$ cat config.mk
export PLATFORM = sky130hd
export DESIGN_NAME = calc_operand_sequencer
export DESIGN_NICKNAME = d
export VERILOG_FILES = /design/src/rtl/calc_operand_sequencer.sv
export SDC_FILE = /design/constraint.sdc
export NUM_CORES = 1
export LEC_CHECK = 0
export ABC_AREA = 1
export CAP_MARGIN = 25
export CORE_MARGIN = 2
export CORE_UTILIZATION = 35
export DETAILED_ROUTE_END_ITERATION = 16
export MAX_ROUTING_LAYER = met4
export PLACE_DENSITY = 0.64
export SYNTH_ARGS = -nofsm -noshare
export SYNTH_HDL_FRONTEND = slang
export SYNTH_SLANG_ARGS = --single-unit
$ cat constraint.sdc
create_clock -name clk -period 1.73 [get_ports clk]
set_input_delay 0.346 -clock clk [delete_from_list [all_inputs] [get_ports clk]]
set_output_delay 0.346 -clock clk [all_outputs]
set_load 0.02 [all_outputs]
$ cat src/rtl/calc_operand_sequencer.sv
// Calculator front-end: gathers A, B and opcode on enter presses,
// drives the ALU, then latches the result and error flag.
module calc_operand_sequencer #(
  parameter int WIDTH       = 16,
  parameter int OP_WIDTH    = 2,
  parameter int SYNC_STAGES = 2
) (
  input  logic                clk,
  input  logic                reset_n,
  input  logic [WIDTH-1:0]    data_in,
  input  logic                enter,
  input  logic                clear,
  input  logic [WIDTH-1:0]    alu_result,
  input  logic                alu_error,
  output logic [WIDTH-1:0]    alu_a,
  output logic [WIDTH-1:0]    alu_b,
  output logic [OP_WIDTH-1:0] alu_op,
  output logic [WIDTH-1:0]    result,
  output logic                error,
  output logic [WIDTH-1:0]    display_value,
  output logic [2:0]          state_code
);

  typedef enum logic [2:0] {
    WAIT_A  = 3'd0,
    WAIT_B  = 3'd1,
    WAIT_OP = 3'd2,
    EXEC    = 3'd3,
    SHOW    = 3'd4
  } state_t;

  state_t state;

  logic [SYNC_STAGES-1:0] sync_q;
  logic                   prev_q;
  logic                   enter_pulse;

  // enter is asynchronous; the last sync flop feeds the edge detector
  always_ff @(posedge clk or negedge reset_n) begin
    if (!reset_n) begin
      sync_q <= '0;
      prev_q <= 1'b0;
    end else begin
      sync_q <= {sync_q[SYNC_STAGES-2:0], enter};
      prev_q <= sync_q[SYNC_STAGES-1];
    end
  end

  assign enter_pulse = sync_q[SYNC_STAGES-1] & ~prev_q;

  always_ff @(posedge clk or negedge reset_n) begin
    if (!reset_n) begin
      state  <= WAIT_A;
      alu_a  <= '0;
      alu_b  <= '0;
      alu_op <= '0;
      result <= '0;
      error  <= 1'b0;
    end else if (clear) begin
      state  <= WAIT_A;
      alu_a  <= '0;
      alu_b  <= '0;
      alu_op <= '0;
      result <= '0;
      error  <= 1'b0;
    end else begin
      unique case (state)
        WAIT_A: begin
          if (enter_pulse) begin
            alu_a <= data_in;
            state <= WAIT_B;
          end
        end
        WAIT_B: begin
          if (enter_pulse) begin
            alu_b <= data_in;
            state <= WAIT_OP;
          end
        end
        WAIT_OP: begin
          if (enter_pulse) begin
            alu_op <= data_in[OP_WIDTH-1:0];
            state  <= EXEC;
          end
        end
        EXEC: begin
          result <= alu_result;
          error  <= alu_error;
          state  <= SHOW;
        end
        SHOW: begin
          if (enter_pulse) begin
            state <= WAIT_A;
          end
        end
        default: begin
          state <= WAIT_A;
        end
      endcase
    end
  end

  always_comb begin
    display_value = '0;
    unique case (state)
      WAIT_A,
      WAIT_B: begin
        display_value = data_in;
      end
      WAIT_OP: begin
        display_value = {{(WIDTH-OP_WIDTH){1'b0}},
                         data_in[OP_WIDTH-1:0]};
      end
      EXEC: begin
        display_value = alu_result;
      end
      SHOW: begin
        display_value = result;
      end
      default: begin
        display_value = '0;
      end
    endcase
  end

  assign state_code = state;

endmodule

# Yosys cells after proc, flatten, opt, wreduce, memory -nomap -nowiden

Cells that the tools add are included.

Flip-flop bits (word level): 57
Output and inout port bits: 70
Input port bits: 37

Equal/unequal tests: 8
Reduce and logical (&&, ||, !) cells: 11
Mux-type cells: 19
Bitwise gates (word level): 2

Operators with widths:

| operator           | count |
|---|---|
| $mux 16            | 7 |
| $pmux 16 s4        | 1 |
| $mux 3             | 5 |
| $pmux 3 s5         | 1 |
| $ne 3x3->1 const B | 4 |
| $reduce_bool 2->1  | 5 |
| $eq 3x2->1 const B | 2 |
| $mux 2             | 3 |
| $reduce_and 2->1   | 3 |
| $reduce_and 4->1   | 1 |
| $eq 3x1->1 const B | 1 |
| $eq 3x3->1 const B | 1 |
| $logic_not 3->1    | 1 |
| $mux 1             | 2 |
| $reduce_or 2->1    | 1 |
| $and 1x1->1        | 1 |
| $not 1->1          | 1 |

# Longest topological paths before layout

Gate-level depths: netlist of run 1.

Depth in word-level cells: 5
Gate-level depth with buffers: 8

# Worst setup path before layout of run 1

No wires, ideal clock.

Kind: reg-to-output
Start point: reg state[2], in the netlist state_code[2]
End point: out display_value[10]
Arrival: 1337 ps
Setup slack: 47 ps
Cell stages (with the launch flop): 5
Cell sequence: dfrtp_1 -> inv_1 -> nand3_2 -> buf_2 -> o221ai_1

Longest elaborated chain between the ends: 3

RTL lines:

| item                                                 | line | RTL |
|---|---|---|
| from (decl)                                          | 32   | `state_t state;` |
| from (signal assigned)                               | 53   | `state <= WAIT_A;` |
| from (signal assigned)                               | 60   | `state <= WAIT_A;` |
| from (signal assigned)                               | 71   | `state <= WAIT_B;` |
| $eq 3x1->1 / $logic_not 3->1 (equally long branches) | 105  | `unique case (state)` |
| $reduce_or 2->1                                      | 105  |  |
| $pmux 16 s4 (*)                                      | 105  |  |
| to (decl)                                            | 20   | `output logic [WIDTH-1:0] display_value,` |

Every way passes the cells marked *; elsewhere a longest branch is shown, timed or not.

# Worst setup path after layout of run 1

Start point: reg state[1], in the netlist state_code[1]
End point: out display_value[15]

Same word-level chain as after synthesis.

==> results of run 1 <==
==> cell families after synthesis <==
kind of cell | after synthesis
buffers and inverters | 46
and+or+nand+nor | 192
DFF | 57
AOI/OAI and AO/OA | 36
==> timing repair <==
action,4_1_cts,5_1_grt
cloned,0,1
pin swaps,3,12
hold buffers,0,0
endpoints found under the setup margin,22,39
setup buffers,2,5
resized for setup,93,30
==> cell type report <==
type / instances / area, um2 / area share [%]
clock buffers: 12 / 155 / 3.34
clock inverters: 3 / 40.0 / 0.863
inverters: 31 / 138 / 2.96
multi-input cells: 228 / 1220 / 26.3
flip-flops and latches: 57 / 1430 / 30.8
well taps: 102 / 128 / 2.75
repair buffers: 162 / 1530 / 33.0
==> final timing paths <==
kind                                            from                    end  slack [ps]  cells after the start
setup reg to reg           state_code[0]$_DFFE_PN0P_   alu_a[1]$_DFFE_PN0P_         160                      8
hold / removal                               reset_n   alu_a[9]$_DFFE_PN0P_           6                      2
setup / recovery           state_code[1]$_DFFE_PN0P_      display_value[15]        -140                      7
hold reg to reg                  sync_q[0]$_DFF_PN0_    sync_q[1]$_DFF_PN0_         350                      0
min in group clk                 sync_q[0]$_DFF_PN0_    sync_q[1]$_DFF_PN0_         350                      0
max in group asynchronous                    reset_n  result[1]$_DFFE_PN0P_        1450                      2
==> cells in the mapped netlist (all sizes together), types with 3 or more instances <==
library cell	instances	area, um2
clkbuf	3	11.3
inv	30	113
o22ai	3	18.8
nor2	24	128
o211ai	12	90.1
o221ai	4	35.0
o31ai	4	30.0
dfrtp	57	1430
o21ai	13	76.3
buf	12	95.1
nand2	148	668
nand3	20	105
==> metal layers <==
layer	GRT usage, %	vias up	routed length (um)
met3	3.37	14	563
li1	-	1361	-
met1	27.5	1325	3880
met2	30.5	105	3990
met4	7.85	0	147
met5	-	-	0
==> report_power, final <==
part	total [W]	internal, W	switching, W
clock	0.00124	0.000731	0.000504
combinational	0.00107	0.000496	0.000578
sequential	0.00151	0.00144	0.0000728
==> state kept, by name, summed over array words and instances (netlist names) <==
signal,cells
sync_q,2
error,1
prev_q,1
state_code,3
alu_b,16
result,16
alu_op,2
alu_a,16
==> critical path, cell delays in order, from the launching register on <==
cell      delay, ps
dfrtp_2         450
inv_4           100
nand3_4          90
inv_4            70
buf_12          120
nand2_1          50
o211ai_1        120
buf_4           190
==> stage by stage <==
step	util [%]	cell area [um2]
floorplan	-	2810
global placement	55.5	4310
detailed placement	55.5	4310
CTS	57.7	4490
global route	59.8	4640
finish	59.8	4640
==> reports/qor.yml, run 1 <==
syn_inst: 331
syn_avg_cell_area_um2: 8.50
final_cells: 595
worstSetupPathType: "reg2out"
dp_cells: 572
hold_slack_ps: 6.12
synth_fp_nets: 368
period_needed_ps: 1870
finalClockSkew_ps: 6.83
ys_ff_latch: 57
crit_arrival_ps: 1520
num_io_pins: 107
portBuffers: 106
viasPerCell: 4.71
clk_latency_ps: 330
synth-edff-count: 0
ys_async_sr_fraction_pct: 100
layout-area-overhead-vs-synth_pct: 65.0
wire_per_inst_um: 14.4
path_max_fanout: 10
finalPower_w: 0.00382
synth-adder-area-share_pct: 0
layout_worst_path_cycle_share_pct: 108
dp_hpwl_um: 6030
power_density_nw_per_um2: 822
cap_violations: 0
grt_max_degree: 58
synthXorXnorAreaFrac_pct: 0
first_pass_iters: 4
hp-class: "in2async"
synth_mux_area_share_pct: 0
antenna_found_initial: 0
drtIter0Drc: 107
grt_pass1_wl_um: 13300
required_ps: 1380
die_h_um: 93.7
synth_compound_area_share_pct: 8.89
postRouteAntennaNets: 0
rsz0062_at_grt: "true"
cts_max_level: 3
synthDistinctLibCells: 24
nets: 526
slew_headroom_pct: 67.0
synthFlopType: "dfrtp_1"
ir_worst_vdd_uv: 454
synthesis.area_um2: 2810
fmax_mhz: 535
clk_path_buf_depth: 2
grtUsageTotal_pct: 20.2
cts_buffers: 9
finalHoldViolations: 0
pre_cts_ws_ps: -342
worst_slew_pin_slew_ps: 495
initial_core_util_pct: 36.2
clock-root-buffer: "clkbuf_8"
synth-simple-area-share_pct: 32.0
layout_common_cells: "112 x nand2_1, 78 x clkdlybuf4s50_1, 64 x buf_4"
yosysWarnings: 0
setup_viol: 16
slew_viol_final: 0
vias: 2805
gp_congestion: 0.861
cts_tree: "done"
final_common_cell: "nand2_1"
start_kind: "flop"
p_leak_nw: 2.45
synth_top_family_by_area: "simple AND/OR/NAND/NOR gates"
setup_ws_ps: -139
clk_pin_slew_worst_paths_ps: 70
outcome: "finished, violations left"
cp-end-kind: "primary output"
fp-row-count: 32
antenna_cells: 0
die_w_um: 93.7
drcViolationCount: 0
tns_ps: -1790
grt.overflow.total: 0
coreArea_um2: 7770
violations: "negative setup slack"
clock_sinks: 57
ys_seq_area_share_pct: 50.7
fillers: 698
wl_um: 8580
die_area_um2: 8770
drive_above_1_share_pct: 28.6
grt_pass1_vias: 2609
No activity file was read; power rests on OpenSTA's default activity.
==> run 2, diff against run 1 <==
--- a/config.mk
+++ b/config.mk
@@ -12,6 +12,7 @@
 export DETAILED_ROUTE_END_ITERATION = 16
 export MAX_ROUTING_LAYER = met4
 export PLACE_DENSITY = 0.64
+export SKIP_LAST_GASP = 1
 export SYNTH_ARGS = -nofsm -noshare
 export SYNTH_HDL_FRONTEND = slang
 export SYNTH_SLANG_ARGS = --single-unit
==> run 2 against run 1 <==
  * The run still ends with negative setup slack left
  * Wire length about the same
  * Maximum frequency decreased by 0.25%
  * Power increased by 0.17%
  * Register-to-register slack about the same
  * Worst setup slack got worse by 4.6 ps
  * Clock-buffer cell count unchanged
  * Clock skew decreased by 1.8 ps
  * Via count decreased by 0.82%
  * Utilization decreased by 0.23 points
  * Sequential power about the same
  * Sequential share of layout area increased by 0.12 points
==> reports/qor.yml, run 2 (same netlist as run 1, synthesis figures left out) <==
setup_viol: 16
path_buf_inv: 4
final_core_utilization_pct: 59.5
clock_sinks: 57
grt_max_degree: 58
grt_pass1_vias: 2609
drive_above_1_share_pct: 28.5
final_common_cell: "nand2_1"
hp-class: "in2async"
clock-root-buffer: "clkbuf_8"
period_needed_ps: 1870
coreArea_um2: 7770
wl_um: 8580
fillers: 700
slew_viol_final: 0
layout-area-overhead-vs-synth_pct: 64.3
num_io_pins: 107
finalHoldViolations: 0
crit_arrival_ps: 1530
cap_violations: 0
critPathTopFamily: "buffers and inverters"
finalClockSkew_ps: 5.01
outcome: "finished, violations left"
finalInstanceArea_um2: 4620
violations: "negative setup slack"
worst_slew_pin_slew_ps: 485
antenna_cells: 0
worstSetupPathType: "reg2out"
drcViolationCount: 0
clk_pin_slew_worst_paths_ps: 70
layout_common_cells: "112 x nand2_1, 78 x clkdlybuf4s50_1, 63 x buf_4"
fmax_mhz: 534
rsz0062_at_grt: "true"
top_regs: "alu_a: 16 flops, alu_b: 16 flops, result: 16 flops"
ir_worst_vdd_uv: 456
postRouteAntennaNets: 0
place_area_um2: 4310
tns_ps: -1820
die_area_um2: 8770
start_kind: "flop"
die_w_um: 93.7
cts_buffers: 9
first_pass_iters: 4
viasPerCell: 4.68
cts_tree: "done"
grtUsageTotal_pct: 20.2
fp-row-count: 32
vias: 2782
hold_slack_ps: 5.77
cp-end-kind: "primary output"
setup_ws_ps: -144
portBuffers: 106
holdBufCountCts: 0
slew_headroom_pct: 67.7
cts_max_level: 3
die_h_um: 93.7
dp_hpwl_um: 6030
gp_congestion: 0.861
required_ps: 1380
cpMostUsedCell: "inv_4"
cp-startpoint: "state_code[1]$_DFFE_PN0P_"
finalPower_w: 0.00382
drtIter0Drc: 132
initial_core_util_pct: 36.2
p_leak_nw: 2.42
antenna_found_initial: 0
cp_cell_sequence: "inv_4 -> nand3_4 -> inv_4 -> buf_12 -> nand2_1 -> o211ai_1 -> buf_4"
path_max_fanout: 10
cp_slowest_stage_delay_ps: 450
multi_input_area_um2: 1210
seq_area_um2: 1430
r2r_start: "state_code[0]$_DFFE_PN0P_"
clk_path_buf_depth: 2
grt.overflow.total: 0
worst_path_max_delay_cell: "dfrtp_2"
clk_latency_ps: 340
grt_pass1_wl_um: 13300
nets: 525
wire_per_inst_um: 14.4
power_density_nw_per_um2: 827
layout_worst_path_cycle_share_pct: 108
## run 2: cell count changes in the layout (fill, tap and decap cells not counted)
cell and change:
buf_4 -1, nand2_2 +2, nand2_4 -2
## run 2: per-layer routing
layer | part of all wire, % | vias to the layer above | GRT usage [%]
li1 | - | 1361 | -
met1 | 43 | 1311 | 27.5
met2 | 47 | 101 | 30.5
met3 | 8.2 | 9 | 3.37
met4 | 1.4 | 0 | 7.85
met5 | 0 | - | -
## run 2: per-stage QoR
step,setup slack [ps],instances
after floorplan,46.5,331
after global placement,-375,572
after detailed placement,-342,572
after CTS,-146,589
after global routing,-216,594
final,-144,594
## run 2: what timing repair did
action / CTS / global route
resized for setup: 91 / 30
cloned: 0 / 1
endpoints found under the hold margin: 0 / 0
pin swaps: 1 / 13
buffers inserted: 2 / 4
endpoints found under the setup margin: 22 / 39
## run 2: path summary, 6_finish.rpt
| check | to | slack, ps | cells after the start |
|---|---|---|---|
| hold reg to reg | sync_q[1]$_DFF_PN0_ | 350 | 0 |
| max in group asynchronous | state_code[1]$_DFFE_PN0P_ | 1450 | 2 |
| hold / removal | alu_a[10]$_DFFE_PN0P_ | 6 | 2 |
| setup reg to reg | alu_a[1]$_DFFE_PN0P_ | 160 | 8 |
| setup / recovery | display_value[15] | -140 | 7 |
| min in group clk | sync_q[1]$_DFF_PN0_ | 350 | 0 |
## run 2: final cells by class
type	count	area share (%)
flip-flops and latches	57	30.9
well taps	102	2.76
inverters	31	2.98
clock buffers	12	3.35
clock inverters	3	0.866
repair buffers	161	33.0
multi-input cells	228	26.1
## run 2: power breakdown
part           switching (W)  internal, W  total [W]
clock               0.000514     0.000731    0.00124
sequential         0.0000728      0.00144    0.00151
combinational       0.000576     0.000495    0.00107
total                0.00116      0.00266    0.00382
==> run 3, diff against run 2 <==
--- a/config.mk
+++ b/config.mk
@@ -10,8 +10,9 @@
 export CORE_MARGIN = 2
 export CORE_UTILIZATION = 35
 export DETAILED_ROUTE_END_ITERATION = 16
+export GPL_ROUTABILITY_DRIVEN = 0
 export MAX_ROUTING_LAYER = met4
-export PLACE_DENSITY = 0.64
+export PLACE_DENSITY = 0.66
 export SKIP_LAST_GASP = 1
 export SYNTH_ARGS = -nofsm -noshare
 export SYNTH_HDL_FRONTEND = slang
==> constraint.sdc (replaced) <==
create_clock -name clk -period 1.95 [get_ports clk]
set_input_delay 0.39 -clock clk [delete_from_list [all_inputs] [get_ports clk]]
set_output_delay 0.39 -clock clk [all_outputs]
set_load 0.02 [all_outputs]
==> run 3 against run 2 <==
  * The run now ends clean
  * Sequential share of layout area rose by 0.72 points
  * Clock skew rose by 5.6 ps
  * Wire length fell by 0.96%
  * Worst setup slack improved by 180 ps
  * Via count fell by 1.2%
  * Cell count fell by 1.0%
  * Global-route usage rose by 0.59 points
  * Clock-buffer cell count fell by 2
==> reports/qor.yml, run 3 (same netlist as run 1, synthesis figures left out) <==
outcome: "finished, final reports clean"
clock-root-buffer: "clkbuf_8"
fmax_mhz: 524
antenna_found_initial: 0
ir_worst_vdd_uv: 496
die_h_um: 93.7
grt_pass1_vias: 2754
nets: 519
drtIter0Drc: 101
grtUsageTotal_pct: 20.8
clock_sinks: 57
top_regs: "alu_a: 16 flops, alu_b: 16 flops, result: 16 flops"
final_common_cell: "nand2_1"
finalClockSkew_ps: 10.6
wire_per_inst_um: 14.4
slew_headroom_pct: 64.5
worst_slew_pin_slew_ps: 531
critPathTopFamily: "buffers and inverters"
hp-class: "reg2reg"
cap_violations: 0
p_leak_nw: 2.28
clk_path_buf_depth: 2
dp_hpwl_um: 5980
required_ps: 1560
drcViolationCount: 0
crit_arrival_ps: 1520
coreArea_um2: 7770
layout_common_cells: "121 x nand2_1, 88 x clkdlybuf4s50_1, 58 x buf_4"
clk_latency_ps: 350
worst_path_max_delay_cell: "dfrtp_1"
vias: 2749
worstSetupPathType: "reg2out"
viasPerCell: 4.68
path_max_fanout: 7
cpMostUsedCell: "buf_4"
portBuffers: 106
final_core_utilization_pct: 58.1
rsz0062_at_grt: "true"
cts_buffers: 9
grt_max_degree: 26
grt_pass1_wl_um: 13400
period_needed_ps: 1910
postRouteAntennaNets: 0
initial_core_util_pct: 36.2
finalHoldViolations: 0
path_buf_inv: 4
first_pass_iters: 5
layout-area-overhead-vs-synth_pct: 60.3
cts_tree: "done"
antenna_cells: 0
die_area_um2: 8770
fillers: 726
die_w_um: 93.7
cp_cell_sequence: "buf_4 -> nand3_4 -> inv_4 -> buf_12 -> nand2_1 -> o221ai_1 -> buf_4"
grt.overflow.total: 0
cts_max_level: 3
rrSetupSlack_ps: 420
start_kind: "flop"
clk_pin_slew_worst_paths_ps: 60
power_density_nw_per_um2: 762
wl_um: 8490
dp_cells: 569
fp-row-count: 32
slew_viol_final: 0
layout_worst_path_cycle_share_pct: 97.9
cp-end-kind: "primary output"
setup_viol: 0
final_cells: 588
cp_slowest_stage_delay_ps: 380
num_io_pins: 107
drive_above_1_share_pct: 25.1
-- run 3: per-stage QoR --
stage          power, W  area, um2  hold WS [ps]  setup TNS (ps)  setup slack (ps)
6_report        0.00344       4510           364               0              40.3
5_1_grt         0.00360       4510           379            -130             -28.4
4_1_cts         0.00344       4410           364               0              10.4
3_5_place_dp    0.00228       4260           284           -2240              -205
3_3_place_gp    0.00226       4260           284           -2100              -175
2_1_floorplan   0.00180       2810          94.4               0               223
-- run 3: path summary, 6_finish.rpt --
| path | from | end | cells past startpoint |
|---|---|---|---|
| worst max-delay path | state_code[2]$_DFFE_PN0P_ | display_value[10] | 7 |
| worst min-delay path | sync_q[0]$_DFF_PN0_ | sync_q[1]$_DFF_PN0_ | 0 |
| worst max register to register | state_code[1]$_DFFE_PN0P_ | alu_b[7]$_DFFE_PN0P_ | 6 |
| worst min register to register | sync_q[0]$_DFF_PN0_ | sync_q[1]$_DFF_PN0_ | 0 |
| max in group asynchronous | reset_n | alu_a[13]$_DFFE_PN0P_ | 3 |
| min in group asynchronous | reset_n | alu_a[14]$_DFFE_PN0P_ | 2 |
-- run 3: worst reg2reg max path, cell delays in order, from the launching register on --
cell and delay (ps):
dfrtp_1 410, buf_4 160, nor2_2 130, nand2_2 110, o21ai_4 470, nand2_1 110
nand2_1 80
-- run 3: repair_timing --
action / in CTS / in global routing
pin swaps: 0 / 2
cloned: 0 / 1
setup endpoints to repair: 16 / 16
buffers inserted: 0 / 2
gates resized for setup: 70 / 23
hold buffers: 1 / 0
endpoints found under the hold margin: 10 / 0
-- run 3: final cells by class --
cell class	instances	area, um2	area share (%)
Clock buffer	10	128	2.83
Clock inverter	5	81.3	1.80
Inverter	31	133	2.94
Multi-Input combinational cell	228	1180	26.1
Sequential cell	57	1430	31.6
Tap cell	102	128	2.83
Timing Repair Buffer	155	1440	31.9
-- run 3: power by group --
group          internal [W]  switching (W)
Clock              0.000712       0.000480
Sequential          0.00127      0.0000615
Combinational      0.000418       0.000496
-- run 3: routing by layer --
layer	vias up	GRT usage [%]	part of all wire (%)
met1	1292	26.4	44
met3	12	4.57	6.3
li1	1351	-	-
met2	94	33.3	48
met5	-	-	0
met4	0	7.13	1.7
